`src/rtl/detector_jogada.sv`:
```
// Key input front-end: 2-FF synchronizer, debounce FSM and one-hot play register.
// Emits one jogada_feita or jogada_invalida pulse per press, then waits for a debounced release.
module detector_jogada #(
   parameter int DEBOUNCE_CYCLES = 3,
   parameter int CNT_W           = 4
) (
   input  logic       clock,
   input  logic       reset,
   input  logic       habilita,
   input  logic       limpa,
   input  logic [3:0] chaves,
   output logic [3:0] jogada,
   output logic       jogada_feita,
   output logic       jogada_invalida,
   output logic       db_tem_jogada,
   output logic [2:0] db_estado
);

   typedef enum logic [2:0] {
      ESPERA   = 3'd0,
      FILTRO   = 3'd1,
      REGISTRA = 3'd2,
      SOLTA    = 3'd3
   } estado_t;

   localparam logic [CNT_W-1:0] CNT_MAX = CNT_W'(DEBOUNCE_CYCLES - 1);

   estado_t          r_estado;
   logic [3:0]       r_sync1;
   logic [3:0]       r_sync2;
   logic [3:0]       r_amostra;
   logic [3:0]       r_jogada;
   logic [CNT_W-1:0] r_contador;
   logic             r_feita;
   logic             r_invalida;
   logic             w_um_quente;

   // Exactly one bit set: non-zero and clearing the lowest set bit leaves nothing.
   assign w_um_quente = (r_amostra != 4'd0) && ((r_amostra & (r_amostra - 4'd1)) == 4'd0);

   // NOTE: every register below uses <= so all state updates see pre-edge values;
   // the pulses are registered on entry to REGISTRA so they are glitch-free Moore outputs.
   always_ff @(posedge clock or negedge reset) begin
      if (!reset) begin
         r_estado   <= ESPERA;
         r_sync1    <= 4'd0;
         r_sync2    <= 4'd0;
         r_amostra  <= 4'd0;
         r_jogada   <= 4'd0;
         r_contador <= '0;
         r_feita    <= 1'b0;
         r_invalida <= 1'b0;
      end else begin
         r_sync1    <= chaves;
         r_sync2    <= r_sync1;
         r_feita    <= 1'b0;
         r_invalida <= 1'b0;

         if (limpa)
            r_jogada <= 4'd0;
         else if (r_estado == REGISTRA && w_um_quente)
            r_jogada <= r_amostra;

         case (r_estado)
            ESPERA: begin
               if (habilita && r_sync2 != 4'd0) begin
                  r_estado   <= FILTRO;
                  r_amostra  <= r_sync2;
                  r_contador <= '0;
               end
            end
            FILTRO: begin
               if (!habilita || r_sync2 == 4'd0) begin
                  r_estado <= ESPERA;
               end else if (r_sync2 != r_amostra) begin
                  r_amostra  <= r_sync2;
                  r_contador <= '0;
               end else if (r_contador == CNT_MAX) begin
                  r_estado   <= REGISTRA;
                  r_feita    <= w_um_quente;
                  r_invalida <= !w_um_quente;
               end else begin
                  r_contador <= r_contador + CNT_W'(1);
               end
            end
            REGISTRA: begin
               r_estado   <= SOLTA;
               r_contador <= '0;
            end
            SOLTA: begin
               // habilita deliberately ignored: a held key must never be re-accepted.
               if (r_sync2 != 4'd0)
                  r_contador <= '0;
               else if (r_contador == CNT_MAX)
                  r_estado <= ESPERA;
               else
                  r_contador <= r_contador + CNT_W'(1);
            end
            default: r_estado <= ESPERA;
         endcase
      end
   end

   assign jogada          = r_jogada;
   assign jogada_feita    = r_feita;
   assign jogada_invalida = r_invalida;
   assign db_tem_jogada   = |r_sync2;
   assign db_estado       = r_estado;

endmodule
```
`config.mk`:
```
export PLATFORM = sky130hd
export DESIGN_NAME = detector_jogada
export DESIGN_NICKNAME = d
export VERILOG_FILES = /design/src/rtl/detector_jogada.sv
export SDC_FILE = /design/constraint.sdc
export NUM_CORES = 1
export LEC_CHECK = 0
export ABC_AREA = 1
export CAP_MARGIN = 20
export CORE_MARGIN = 5
export CORE_UTILIZATION = 35
export DETAILED_ROUTE_END_ITERATION = 6
export PLACE_DENSITY = 0.54
export RECOVER_POWER = 25
export SETUP_SLACK_MARGIN = 0.2
export SYNTH_ARGS = -nofsm -noshare
export SYNTH_HDL_FRONTEND = slang
export SYNTH_SLANG_ARGS = --single-unit
```
`constraint.sdc`:
```
create_clock -name clock -period 1.8 [get_ports clock]
set_input_delay 0.27 -clock clock [delete_from_list [all_inputs] [get_ports clock]]
set_output_delay 0.27 -clock clock [all_outputs]
set_load 0.01 [all_outputs]
```
==> parameters.txt <==
Parameter                              Value

CTS
  CTS tree ... built
  Bufs on Longest Clock Path ... 2
  Number of levels in the clock H-tree ... 1
  Total clock buffers created by CTS ... 3
  Clock slew at reported path FFs ... 0.12 ns
  Sink Count ... 24
  Clock latency of the later-clocked register in the worst-skew pair ... 0.31 ns
  Cell at the root of the clock tree ... sky130_fd_sc_hd__clkbuf_4

Worst setup path
  Crit path kind ... flip-flop to primary output
  Register-to-register setup slack ... 0.37 ns
  Critical Path RT ... 1.53 ns
  Startpoint types ... flip-flop
  Cell with the biggest individual delay on the critical path ... sky130_fd_sc_hd__dfrtp_1
  Slowest cell delay on critical path ... 0.42 ns
  Element type at the critical path end ... primary output
  Cell-by-cell trace of the critical path ... nor2_1, nand2_2, dlygate4sd2_1
  Startpoint of the worst-slack reg-to-reg timing path ... r_sync2[0]
  Number of buffers and inverters on the critical path ... 1
  Critical Path Fanout Max ... 5
  Top Family by Delay on Critical Path ... flip-flops
  Endpoint of the worst register-to-register path ... db_estado[0]
  Arrival time at the worst endpoint ... 1.27 ns
  Number of cells on the worst reg-to-reg path ... 9

Timing
  Max Fclk ... 0.650 GHz
  Post-Route Skew ... 0.00549 ns
  Tightest slew margin relative to the limit ... 0.616
  Clock period minus worst slack ... 1.54 ns
  Sum Neg Setup Slack ... 0 ns
  Hold Violations, Final ... 0
  Number of setup violations in the final report ... 0
  Max Transition Viols Final ... 0
  Unrepaired setup endpoints after global routing ... false
  Transition at the pin with the smallest max-transition slack ... 0.577 ns
  Final worst path period share ... 0.854
  Tightest hold margin ... 0.361 ns

Global route
  GRT Overall Usage ... 0.0966
  Vias in the first global route ... 849
  Global-route wire length before repair ... 3.69 mm
  Routing usage on met2 ... 0.163
  Total gr overflow ... 0
  Met3 GRT Util ... 0.0377
  Pin count of the biggest net entering global routing ... 25
  Busiest layer in global routing ... met2
  Initial antenna violation count ... 0
  Global routing usage on met1 ... 0.106

Logic synthesis
  Synthesized cell area ... 0.00125 mm^2
  Post-synthesis cell type with the largest combined area ... sky130_fd_sc_hd__dfrtp_1
  Compound-cell area share of the yosys netlist ... 0.0602
  Main area contributors after synthesis ... sky130_fd_sc_hd__dfrtp_1, sky130_fd_sc_hd__nand2_1, sky130_fd_sc_hd__inv_1, sky130_fd_sc_hd__nand2_2, sky130_fd_sc_hd__nand3_1
  Count of distinct cell types in the synthesized netlist ... 26
  Combinational family with the most area after synthesis ... simple AND/OR/NAND/NOR gates
  Yosys Warn Count ... 0
  Synthesis-stage register bit count ... 24
  Instance count of the mapped netlist ... 143
  Share of synthesized area occupied by flip-flops and latches ... 0.482
  Net Count, Synth ... 153
  Average instance area after synthesis ... 8.71 um^2
  Post-Synth Simple-Gate Area ... 0.353
  Fraction of post-synthesis cell area in the top cell type by area ... 0.482
  Share of cell area taken by muxes after synthesis ... 0
  Synth Area in XOR/XNOR ... 0.0141
  Adder-cell area share of the yosys netlist ... 0.0201

Drt
  Count of routing violations after the opening detailed-route iteration ... 49
  Post-route ant nets ... 0
  Routed len/inst ... 9.83 um
  DRT Pass-1 Iters ... 4
  Via total after detailed routing ... 964
  Total Wirelength ... 2.11 mm
  DRC violation count after routing ... 0
  Average via count per standard cell ... 4.48

Cells and area
  FF+latch area ... 603 um^2
  Most frequent cells in the layout ... sky130_fd_sc_hd__nand2_1, sky130_fd_sc_hd__dfrtp_1, sky130_fd_sc_hd__inv_1, sky130_fd_sc_hd__clkdlybuf4s50_1
  Filler cells ... 337
  Leading cell type in the layout, fill and taps excluded ... sky130_fd_sc_hd__nand2_1
  Share of post-route cells with drive strength above 1 ... 0.243
  Area used by multi-input combinational logic ... 562 um^2
  Nets@finish ... 180
  Antenna diode instance count ... 0
  Area growth from synthesis to layout ... 24.1%

Place
  IO Port Bufs ... 16
  Hpwl dp ... 1.63 mm
  Weighted congestion reported at the end of routability-driven placement ... 0.741

Hold path
  Type of the tightest min-delay check ... flip-flop to flip-flop
  Worst Hold Launch ... r_sync1[0]
  WHS Endpoint ... r_sync2[0]
  Count of cells along the worst hold path ... 0

Die
  I/O pin cnt ... 18
  Die Height ... 69.7 um
  DIE AREA ... 0.00485 mm^2
  Initial cell density of the core ... 0.368
  Cell row count ... 21
  Core Area ... 0.00339 mm^2
  Die width ... 69.7 um

Flow run
  Max Cap Viol ... 0

Power
  Pwr Density ... 1220 mW/mm^2
  Worst IR drop on VDD ... 0.657 mV
  P_leak ... 0.769 nW

Outcome
  Run status ... finished, final reports clean
area by class of cell:
class / count / share of cell area
flip-flops and latches: 24 / 0.390
multi-input cells: 98 / 0.363
repair buffers: 24 / 0.140
inverters: 19 / 0.0461
well taps: 46 / 0.0372
clock buffers: 4 / 0.0235
repair_timing:
item	4_1_cts	5_1_grt
pin swaps	0	1
hold buffers	0	0
gates resized for setup	3	0
endpoints found under the setup margin	3	1
buffers inserted	2	5
cloned	0	0
endpoints found under the hold margin	0	0
Yosys cell counts (all sizes together):
cell type,number
a22oi,1
buf,2
conb,1
dfrtp,24
ha,2
inv,19
nand2,51
nand3,11
nand4,6
nor2,13
nor3,1
nor3b,1
o211ai,1
o21ai,7
o21bai,1
xor2,2
flip-flops by register name (all words and copies together), names as in the netlist:
name	cells
db_estado	2
jogada_invalida	1
r_amostra	4
r_contador	4
jogada_feita	1
r_sync2	4
r_sync1	4
jogada	4
stage by stage:
stage / power [W] / instances / instance area (um^2) / setup WS [ns] / utilization
after detailed placement: 0.00160 / 204 / 1460 / 0.345 / 0.430
after CTS: 0.00192 / 210 / 1510 / 0.188 / 0.446
after floorplan: 0.00140 / 143 / 1250 / 0.579 / -
final: 0.00189 / 215 / 1550 / 0.262 / 0.456
after global routing: 0.00206 / 215 / 1550 / 0.182 / 0.456
after global placement: 0.00158 / 204 / 1460 / 0.382 / 0.430
layer usage:
| metal | wire length [um] | share of wire |
|---|---|---|
| met2 | 1000 | 0.47 |
| met5 | 0 | 0 |
| met3 | 114 | 0.054 |
| met1 | 958 | 0.45 |
| met4 | 40 | 0.019 |
worst max path at each step:
stage	startpoint	to	cells past startpoint	slack [ns]
floorplan	r_contador[0]	db_estado[1]	9	0.58
global placement	r_sync2[0]	db_tem_jogada	3	0.38
detailed placement	habilita	db_estado[0]	7	0.35
CTS	r_sync2[0]	db_tem_jogada	3	0.19
global route	r_sync2[0]	db_tem_jogada	3	0.18
finish	r_sync2[0]	db_tem_jogada	3	0.26
power breakdown:
| part | switching [W] | total, W | internal (W) | leakage [nW] |
|---|---|---|---|---|
| sequential | 0.000101 | 0.000743 | 0.000643 | 0.303 |
| clock | 0.000152 | 0.000276 | 0.000124 | 0.0210 |
| combinational | 0.000517 | 0.000869 | 0.000352 | 0.446 |
| total | 0.000770 | 0.00189 | 0.00112 | 0.769 |
cell families after synthesis:
kind of cell               after synthesis
AOI/OAI and AO/OA                       10
xor gates and xnor gates                 2
adders and majority gates                2
buffers and inverters                   21
DFF                                     24
other                                    1
and+or+nand+nor                         83
Note: power is estimated with default switching activity, not from simulation.
